$ cat src/rtl/onewire_temp_slave_if.sv
// 1-Wire temperature slave signal bundle: bus sample/drive, sensor value,
// status outputs and an FSM debug tap.
interface onewire_temp_slave_if;
  logic        DIn;        // sampled bus level, 1 = released/high
  logic        DOut;       // 1 = pull bus low
  logic [15:0] temp;       // sensor value, DS18B20 format
  logic        conv_busy;  // conversion in progress
  logic        cmd_err;    // one-cycle pulse on unsupported command
  logic [2:0]  dbg_state;  // current FSM state encoding

  modport master (
    output DIn, temp,
    input  DOut, conv_busy, cmd_err, dbg_state
  );

  modport slave (
    input  DIn, temp,
    output DOut, conv_busy, cmd_err, dbg_state
  );
endinterface

$ cat src/rtl/onewire_temp_slave.sv
// Minimal DS18B20-style 1-Wire slave: bus reset/presence, Skip ROM,
// Convert T (0x44) and Read Scratchpad (0xBE) with Dallas CRC-8.
//
// Handshake note: the 1-Wire bus has no valid/ready; the master owns
// every slot. A slot begins on a synchronized falling edge of DIn that the
// slave did not cause itself. Write slots are sampled SLOT_SAMPLE cycles
// after that edge; read slots answer a 0 by holding DOut for SLOT_SAMPLE
// cycles starting the cycle after the edge. A low period of >= 480 cycles
// followed by a rising edge is a bus reset and overrides everything else.
module onewire_temp_slave #(
  parameter int CONV_CYCLES = 750000,
  parameter int SLOT_SAMPLE = 30
) (
  input  logic                  clk,
  input  logic                  ARst,
  onewire_temp_slave_if.slave   bus
);

  localparam int SW = $clog2(SLOT_SAMPLE + 1);
  localparam int CW = $clog2(CONV_CYCLES + 1);

  localparam logic [SW-1:0] SLOT_LAST  = SW'(SLOT_SAMPLE);
  localparam logic [CW-1:0] CONV_LOAD  = CW'(CONV_CYCLES - 1);
  localparam logic [8:0]    RESET_LOW  = 9'd480;
  // DOut must rise 30 cycles after the synchronized rising edge; the edge
  // is seen one cycle late and DOut is registered, hence 28.
  localparam logic [6:0]    PRES_DELAY_LAST = 7'd28;
  localparam logic [6:0]    PRES_LEN_LAST   = 7'd119;

  localparam logic [7:0] CMD_SKIP_ROM  = 8'hCC;
  localparam logic [7:0] CMD_CONVERT_T = 8'h44;
  localparam logic [7:0] CMD_READ_SP   = 8'hBE;

  typedef enum logic [2:0] {
    ST_IDLE       = 3'd0,
    ST_PRES_WAIT  = 3'd1,
    ST_PRESENCE   = 3'd2,
    ST_ROM_CMD    = 3'd3,
    ST_FUNC_CMD   = 3'd4,
    ST_CONV       = 3'd5,
    ST_TX_SCRATCH = 3'd6
  } state_e;

  // Synchronizer and edge detection
  logic       din_s1_q, din_s2_q, din_prev_q;
  logic [8:0] low_cnt_q, low_cnt_d;
  logic       fall, rise, bus_reset;

  // Protocol state
  state_e          state_q, state_d;
  logic [6:0]      timer_q, timer_d;
  logic            slot_act_q, slot_act_d;
  logic [SW-1:0]   slot_cnt_q, slot_cnt_d;
  logic            dout_q, dout_d;
  logic [7:0]      shift_q, shift_d;
  logic [2:0]      bit_idx_q, bit_idx_d;
  logic [3:0]      byte_idx_q, byte_idx_d;
  logic [7:0]      crc_q, crc_d;
  logic [7:0]      sp_lo_q, sp_lo_d;
  logic [7:0]      sp_hi_q, sp_hi_d;
  logic            conv_busy_q, conv_busy_d;
  logic [CW-1:0]   conv_cnt_q, conv_cnt_d;
  logic            cmd_err_q, cmd_err_d;

  logic [7:0]      sp_byte;
  logic            sp_bit;
  logic [7:0]      crc_next;

  // Two-flop synchronizer, edge history and low-time counter
  always_ff @(posedge clk or posedge ARst) begin
    if (ARst) begin
      din_s1_q   <= 1'b1;
      din_s2_q   <= 1'b1;
      din_prev_q <= 1'b1;
      low_cnt_q  <= '0;
    end else begin
      din_s1_q   <= bus.DIn;
      din_s2_q   <= din_s1_q;
      din_prev_q <= din_s2_q;
      low_cnt_q  <= low_cnt_d;
    end
  end

  // Count consecutive synchronized-low cycles, saturating at the reset length
  always_comb begin
    low_cnt_d = low_cnt_q;
    if (din_s2_q) begin
      low_cnt_d = '0;
    end else if (low_cnt_q != RESET_LOW) begin
      low_cnt_d = low_cnt_q + 9'd1;
    end
  end

  assign fall      = din_prev_q & ~din_s2_q;
  assign rise      = ~din_prev_q & din_s2_q;
  assign bus_reset = rise & (low_cnt_q == RESET_LOW);

  // Scratchpad byte currently being transmitted; byte 8 is the running CRC
  always_comb begin
    sp_byte = 8'hFF;
    case (byte_idx_q)
      4'd0:    sp_byte = sp_lo_q;
      4'd1:    sp_byte = sp_hi_q;
      4'd2:    sp_byte = 8'h4B;
      4'd3:    sp_byte = 8'h46;
      4'd4:    sp_byte = 8'h7F;
      4'd5:    sp_byte = 8'hFF;
      4'd6:    sp_byte = 8'h0C;
      4'd7:    sp_byte = 8'h10;
      4'd8:    sp_byte = crc_q;
      default: sp_byte = 8'hFF;
    endcase
  end

  assign sp_bit   = sp_byte[bit_idx_q];
  // Dallas CRC-8, reflected form of x^8+x^5+x^4+1
  assign crc_next = {1'b0, crc_q[7:1]} ^ ((crc_q[0] ^ sp_bit) ? 8'h8C : 8'h00);

  // State and datapath registers
  always_ff @(posedge clk or posedge ARst) begin
    if (ARst) begin
      state_q     <= ST_IDLE;
      timer_q     <= '0;
      slot_act_q  <= 1'b0;
      slot_cnt_q  <= '0;
      dout_q      <= 1'b0;
      shift_q     <= '0;
      bit_idx_q   <= '0;
      byte_idx_q  <= '0;
      crc_q       <= '0;
      sp_lo_q     <= 8'h50;
      sp_hi_q     <= 8'h05;
      conv_busy_q <= 1'b0;
      conv_cnt_q  <= '0;
      cmd_err_q   <= 1'b0;
    end else begin
      state_q     <= state_d;
      timer_q     <= timer_d;
      slot_act_q  <= slot_act_d;
      slot_cnt_q  <= slot_cnt_d;
      dout_q      <= dout_d;
      shift_q     <= shift_d;
      bit_idx_q   <= bit_idx_d;
      byte_idx_q  <= byte_idx_d;
      crc_q       <= crc_d;
      sp_lo_q     <= sp_lo_d;
      sp_hi_q     <= sp_hi_d;
      conv_busy_q <= conv_busy_d;
      conv_cnt_q  <= conv_cnt_d;
      cmd_err_q   <= cmd_err_d;
    end
  end

  // Next-state, slot timing, command decode and conversion timer
  always_comb begin
    state_d     = state_q;
    timer_d     = timer_q;
    slot_act_d  = slot_act_q;
    slot_cnt_d  = slot_cnt_q;
    dout_d      = dout_q;
    shift_d     = shift_q;
    bit_idx_d   = bit_idx_q;
    byte_idx_d  = byte_idx_q;
    crc_d       = crc_q;
    sp_lo_d     = sp_lo_q;
    sp_hi_d     = sp_hi_q;
    conv_busy_d = conv_busy_q;
    conv_cnt_d  = conv_cnt_q;
    cmd_err_d   = 1'b0;

    // The conversion runs independently of bus resets.
    if (conv_busy_q) begin
      if (conv_cnt_q == '0) begin
        conv_busy_d = 1'b0;
      end else begin
        conv_cnt_d = conv_cnt_q - CW'(1);
      end
    end

    if (bus_reset) begin
      // Abort any transaction, including a slot in progress.
      state_d    = ST_PRES_WAIT;
      timer_d    = '0;
      slot_act_d = 1'b0;
      slot_cnt_d = '0;
      dout_d     = 1'b0;
      shift_d    = '0;
      bit_idx_d  = '0;
      byte_idx_d = '0;
      crc_d      = '0;
    end else begin
      case (state_q)
        ST_IDLE: begin
          // Ignore the bus until the next reset.
        end

        ST_PRES_WAIT: begin
          if (timer_q == PRES_DELAY_LAST) begin
            state_d = ST_PRESENCE;
            timer_d = '0;
            dout_d  = 1'b1;
          end else begin
            timer_d = timer_q + 7'd1;
          end
        end

        ST_PRESENCE: begin
          if (timer_q == PRES_LEN_LAST) begin
            state_d = ST_ROM_CMD;
            timer_d = '0;
            dout_d  = 1'b0;
          end else begin
            timer_d = timer_q + 7'd1;
          end
        end

        ST_ROM_CMD, ST_FUNC_CMD: begin
          if (slot_act_q) begin
            if (slot_cnt_q == SLOT_LAST) begin
              slot_act_d = 1'b0;
              slot_cnt_d = '0;
              shift_d    = {din_s2_q, shift_q[7:1]};
              bit_idx_d  = bit_idx_q + 3'd1;
              if (bit_idx_q == 3'd7) begin
                if (state_q == ST_ROM_CMD) begin
                  if (shift_d == CMD_SKIP_ROM) begin
                    state_d = ST_FUNC_CMD;
                  end else begin
                    state_d   = ST_IDLE;
                    cmd_err_d = 1'b1;
                  end
                end else if (shift_d == CMD_CONVERT_T) begin
                  // Also restarts a conversion already in flight.
                  state_d     = ST_CONV;
                  sp_lo_d     = bus.temp[7:0];
                  sp_hi_d     = bus.temp[15:8];
                  conv_busy_d = 1'b1;
                  conv_cnt_d  = CONV_LOAD;
                end else if (shift_d == CMD_READ_SP) begin
                  state_d    = ST_TX_SCRATCH;
                  byte_idx_d = '0;
                  bit_idx_d  = '0;
                  crc_d      = '0;
                end else begin
                  state_d   = ST_IDLE;
                  cmd_err_d = 1'b1;
                end
              end
            end else begin
              slot_cnt_d = slot_cnt_q + SW'(1);
            end
          end else if (fall && !dout_q) begin
            slot_act_d = 1'b1;
            slot_cnt_d = SW'(1);
          end
        end

        ST_CONV, ST_TX_SCRATCH: begin
          if (slot_act_q) begin
            if (slot_cnt_q == SLOT_LAST) begin
              slot_act_d = 1'b0;
              slot_cnt_d = '0;
              dout_d     = 1'b0;
            end else begin
              slot_cnt_d = slot_cnt_q + SW'(1);
            end
          end else if (fall && !dout_q) begin
            slot_act_d = 1'b1;
            slot_cnt_d = SW'(1);
            if (state_q == ST_CONV) begin
              // Busy reads as 0, done as 1.
              dout_d = conv_busy_q;
            end else if (byte_idx_q < 4'd9) begin
              dout_d    = ~sp_bit;
              bit_idx_d = bit_idx_q + 3'd1;
              if (byte_idx_q < 4'd8) begin
                crc_d = crc_next;
              end
              if (bit_idx_q == 3'd7) begin
                byte_idx_d = byte_idx_q + 4'd1;
              end
            end else begin
              // Past the CRC byte the bus stays released.
              dout_d = 1'b0;
            end
          end
        end

        default: begin
          state_d = ST_IDLE;
        end
      endcase
    end
  end

  assign bus.DOut      = dout_q;
  assign bus.conv_busy = conv_busy_q;
  assign bus.cmd_err   = cmd_err_q;
  assign bus.dbg_state = state_q;

endmodule
$ cat src/flat_wrapper.sv
// flat-port wrapper written by rule: the top's interface ports become plain ports
module onewire_temp_slave_flat 
#(
  parameter int CONV_CYCLES = 750000,
  parameter int SLOT_SAMPLE = 30
)
  (clk, ARst, bus_DIn, bus_temp, bus_DOut, bus_conv_busy, bus_cmd_err, bus_dbg_state);
  onewire_temp_slave_if bus_i ();
  input  logic clk;
  input  logic ARst;
  input wire logic [$bits(bus_i.DIn)-1:0] bus_DIn;
  input wire logic [$bits(bus_i.temp)-1:0] bus_temp;
  output wire logic [$bits(bus_i.DOut)-1:0] bus_DOut;
  output wire logic [$bits(bus_i.conv_busy)-1:0] bus_conv_busy;
  output wire logic [$bits(bus_i.cmd_err)-1:0] bus_cmd_err;
  output wire logic [$bits(bus_i.dbg_state)-1:0] bus_dbg_state;
  assign bus_i.DIn = bus_DIn;
  assign bus_i.temp = bus_temp;
  assign bus_DOut = bus_i.DOut;
  assign bus_conv_busy = bus_i.conv_busy;
  assign bus_cmd_err = bus_i.cmd_err;
  assign bus_dbg_state = bus_i.dbg_state;
  onewire_temp_slave #(.CONV_CYCLES(CONV_CYCLES), .SLOT_SAMPLE(SLOT_SAMPLE)) u_core (.clk(clk), .ARst(ARst), .bus(bus_i));
endmodule
$ cat config.mk
export PLATFORM = sky130hd
export DESIGN_NAME = onewire_temp_slave_flat
export DESIGN_NICKNAME = d
export VERILOG_FILES = /design/src/rtl/onewire_temp_slave_if.sv /design/src/rtl/onewire_temp_slave.sv /design/src/flat_wrapper.sv
export SDC_FILE = /design/constraint.sdc
export NUM_CORES = 1
export LEC_CHECK = 0
export ABC_AREA = 1
export BUFFER_PORTS_ARGS = -buffer_cell sky130_fd_sc_hd__buf_4
export CAP_MARGIN = 20
export CORE_MARGIN = 4
export CORE_UTILIZATION = 55
export CTS_CLUSTER_DIAMETER = 150
export CTS_CLUSTER_SIZE = 28
export DETAILED_ROUTE_END_ITERATION = 10
export GPL_TIMING_DRIVEN = 0
export PLACE_DENSITY = 0.83
export SYNTH_ARGS = -nofsm -noshare
export SYNTH_HDL_FRONTEND = slang
export SYNTH_SLANG_ARGS = --single-unit
$ cat constraint.sdc
create_clock -name clk -period 7.42 [get_ports clk]
set_clock_uncertainty 0.1 [all_clocks]
set_input_delay 1.484 -clock clk [delete_from_list [all_inputs] [get_ports clk]]
set_output_delay 1.484 -clock clk [all_outputs]
set_load 0.01 [all_outputs]
==> flow_metrics.env <==
export IMPL_status="finished, final reports clean"
export IMPL_maxCapViolCount=0
export IMPL_finalMaxSlewViolations=0
export IMPL_antenna_found_initial=0
export IMPL_synth_top_cell_by_area="dfrtp_1"
export IMPL_r2r_slack_ps=4930
export IMPL_grt_pass1_wl_microns=19900
export IMPL_cts_made_buffers=9
export IMPL_max_freq_ghz=0.384
export IMPL_synth_edff_count=0
export IMPL_critical_path_endpoint="bus_dbg_state[2]"
export IMPL_ff2ff_path_depth=13
export IMPL_slowest_stage="dfrtp_1"
export IMPL_ir_worst_vdd_mv=0.0859
export IMPL_power_frac_seq=0.571
export IMPL_wl_microns=11400
export IMPL_core_area_sq_um=9240
export IMPL_syn_to_final_growth_pct=10.9
export IMPL_synth_area_per_cell_sq_um=7.87
export IMPL_dieArea_sq_um=11100
export IMPL_synthArstFlopShare=1.00
export IMPL_fin_crit_ps=2600
export IMPL_ys_types=46
export IMPL_die_x_microns=106
export IMPL_cp_depth=1
export IMPL_initial_core_util=0.566
export IMPL_relSlewSlack=0.637
export IMPL_die_height_microns=106
export IMPL_synth_ff_type="dfrtp_1"
export IMPL_p_sw_frac=0.217
export IMPL_finalHoldViolations=0
export IMPL_yosys_top_cells_count="138 x nand2_1, 92 x inv_1, 82 x dfrtp_1, 71 x nor2_1, 49 x nand3_1"
export IMPL_hold_buffers=0
export IMPL_yosysTopAreaCellShare=0.392
export IMPL_num_vias=4549
export IMPL_num_rows=35
export IMPL_clk_latency_ps=370
export IMPL_cts_repair_resized=0
export IMPL_crit_fanout=5
export IMPL_fin_crit_sh=0.351
export IMPL_synthesis_nets=699
export IMPL_syn_instance_count=665
export IMPL_start_kind="flop"
export IMPL_cts_tree="done"
export IMPL_leakage_nw=2.98
export IMPL_via_per_inst=5.45
export IMPL_cp_cell_sequence="buf_4"
export IMPL_critPathTopFamily="flip-flops"
export IMPL_tns_ps=0
export IMPL_first_global_vias=4453
export IMPL_grt_max_degree=49
export IMPL_r2r_end="u_core.crc_q[2]$_DFFE_PP0P_"
export IMPL_setup_viol=0
export IMPL_post_cts_buffers=0
export IMPL_grtUsageTotal=0.215
export IMPL_drive_gt1_frac=0.150
export IMPL_syn_area_sq_um=5230
export IMPL_post_synth_top_count_cell="nand2_1"
export IMPL_place_congestion=0.911
export IMPL_firstDrtPassIters=7
export IMPL_fin_nets=735
export IMPL_cp_startpoint="u_core.bus.dbg_state[2]$_DFFE_PP0P_"
export IMPL_r2r_start="u_core.byte_idx_q[0]$_DFFE_PP0P_"
export IMPL_power_total_mw=0.872
export IMPL_drc_errors=0
export IMPL_clockRootBuffer="clkbuf_8"
export IMPL_path_clk_slew_ps=80
export IMPL_dp_hpwl_microns=8430
export IMPL_critPathBufInv=1
export IMPL_dr_first_iter_drc_count=227
export IMPL_worstPathArrival_ps=1020
export IMPL_ys_ff_latch=89
export IMPL_ant_nets=0
export IMPL_crit_required_ps=5840
export IMPL_rsz0062_at_grt="no"
export IMPL_min_path_type="reg2reg"
export IMPL_io_pins=25
export IMPL_cts_num_sinks=89
export IMPL_yosys_top_cells_area="dfrtp_1 39%, nand2_1 9.9%, inv_1 6.6%"
export IMPL_htreeDepth=3
export IMPL_yosysWarnings=0
export IMPL_p_switching_mw=0.189
export IMPL_grt_ovfl_total=0
export IMPL_wire_per_inst_microns=13.6
export IMPL_powerDensity_nw_per_um2=150
export IMPL_combPwrFrac=0.042
export IMPL_pwr_share_clk=0.387
export IMPL_cp_end_kind="output pin"
export IMPL_antenna_cells=0
export IMPL_crit_type="reg2out"
export IMPL_tightest_slew_ps=544
export IMPL_synth_seq_area_share=0.427
export IMPL_clockBufferDepth=2
export IMPL_critPathMaxStageDelay_ps=480
export IMPL_io_buffers=24
export IMPL_cellInternalPower_mw=0.683
export IMPL_final_util=0.628
cell type report:
class | count | area (sq um)
plain buffers | 12 | 70.1
clock buffers | 13 | 159
clock inverters | 3 | 40.0
fillers | 783 | 3440
inverters | 102 | 385
multi-input cells | 462 | 2540
flip-flops and latches | 89 | 2240
well taps | 129 | 161
repair buffers | 25 | 208
cell usage in the layout, fill, tap and decap left out, types with 2 or more instances in the layout:
cell type | netlist | final
clkinv_2 | 0 | 2
mux2_4 | 10 | 10
nor3b_1 | 3 | 3
a21oi_1 | 23 | 23
nand3b_1 | 7 | 7
a211oi_1 | 3 | 3
nand2_1 | 138 | 138
buf_6 | 2 | 2
nand3_2 | 3 | 3
nor2_1 | 71 | 71
a31oi_1 | 3 | 3
dfrtp_1 | 82 | 82
nor2_4 | 3 | 3
o21ai_0 | 36 | 36
mux2_2 | 6 | 6
nand3_1 | 49 | 49
dfstp_2 | 7 | 7
nor3_2 | 2 | 2
inv_1 | 92 | 91
nor4_1 | 5 | 5
ha_1 | 15 | 15
o21ai_1 | 6 | 6
clkbuf_1 | 2 | 4
o22ai_1 | 11 | 11
nand2_2 | 7 | 7
xor2_1 | 4 | 4
buf_4 | 0 | 24
o211ai_1 | 3 | 3
inv_2 | 9 | 9
nand4_1 | 23 | 23
buf_2 | 8 | 8
clkbuf_8 | 0 | 11
nor3_1 | 13 | 13
nor2_2 | 4 | 4
worst min-delay path by stage:
stage	startpoint	slack, ps	cells past startpoint	to
2_1_floorplan	u_core.din_s1_q$_DFF_PP1_	250	0	u_core.din_s2_q$_DFF_PP1_
3_3_place_gp	u_core.din_s1_q$_DFF_PP1_	250	0	u_core.din_s2_q$_DFF_PP1_
3_5_place_dp	u_core.din_s1_q$_DFF_PP1_	250	0	u_core.din_s2_q$_DFF_PP1_
4_1_cts	u_core.din_s1_q$_DFF_PP1_	260	0	u_core.din_s2_q$_DFF_PP1_
5_1_grt	u_core.din_s1_q$_DFF_PP1_	270	0	u_core.din_s2_q$_DFF_PP1_
6_report	u_core.din_s1_q$_DFF_PP1_	260	0	u_core.din_s2_q$_DFF_PP1_
power groups by stage:
stage	Sequential, mW	Combinational, mW	Clock (mW)
2_1_floorplan	0.505	0.0223	0
3_3_place_gp	0.507	0.0338	0
3_5_place_dp	0.507	0.0377	0
4_1_cts	0.497	0.0380	0.347
5_1_grt	0.498	0.0425	0.369
6_report	0.497	0.0369	0.338
per-stage QoR:
step / hold WS (ps) / worst slack (ps) / cells / area (sq um)
final: 261 / 4820 / 835 / 5800
after floorplan: 245 / 3540 / 665 / 5230
after detailed placement: 252 / 4980 / 819 / 5600
after global placement: 246 / 2590 / 818 / 5570
after global routing: 270 / 4630 / 835 / 5800
after CTS: 263 / 4810 / 835 / 5800
sequential cells by signal, indices dropped and copies added (netlist names):
signal / cells
u_core.bus.DOut: 1
u_core.sp_lo_q: 8
u_core.byte_idx_q: 4
u_core.timer_q: 7
u_core.din_s2_q: 1
u_core.bus.conv_busy: 1
u_core.bus.cmd_err: 1
u_core.din_s1_q: 1
u_core.slot_cnt_q: 5
u_core.bus.dbg_state: 3
u_core.din_prev_q: 1
u_core.crc_q: 8
u_core.shift_q: 7
u_core.bit_idx_q: 3
u_core.conv_cnt_q: 20
u_core.slot_act_q: 1
u_core.low_cnt_q: 9
u_core.sp_hi_q: 8
cell families after synthesis:
logic type	count (synthesis)	share of synthesized area
and+or+nand+nor	334	0.301
buffers and inverters	114	0.0866
AOI/OAI and AO/OA	92	0.0995
DFF	89	0.427
muxes	16	0.0416
adders and majority gates	15	0.0359
xor gates and xnor gates	5	0.00837
routing by layer:
| layer | wire length, microns | vias up | track usage | share of wire |
|---|---|---|---|---|
| li1 | - | 2257 | - | - |
| met1 | 4920 | 2155 | 0.269 | 0.43 |
| met2 | 5760 | 117 | 0.380 | 0.51 |
| met3 | 521 | 20 | 0.0490 | 0.046 |
| met4 | 190 | 0 | 0.0500 | 0.017 |
| met5 | 0 | - | 0 | 0 |
Note: power is estimated with default switching activity, not from simulation.
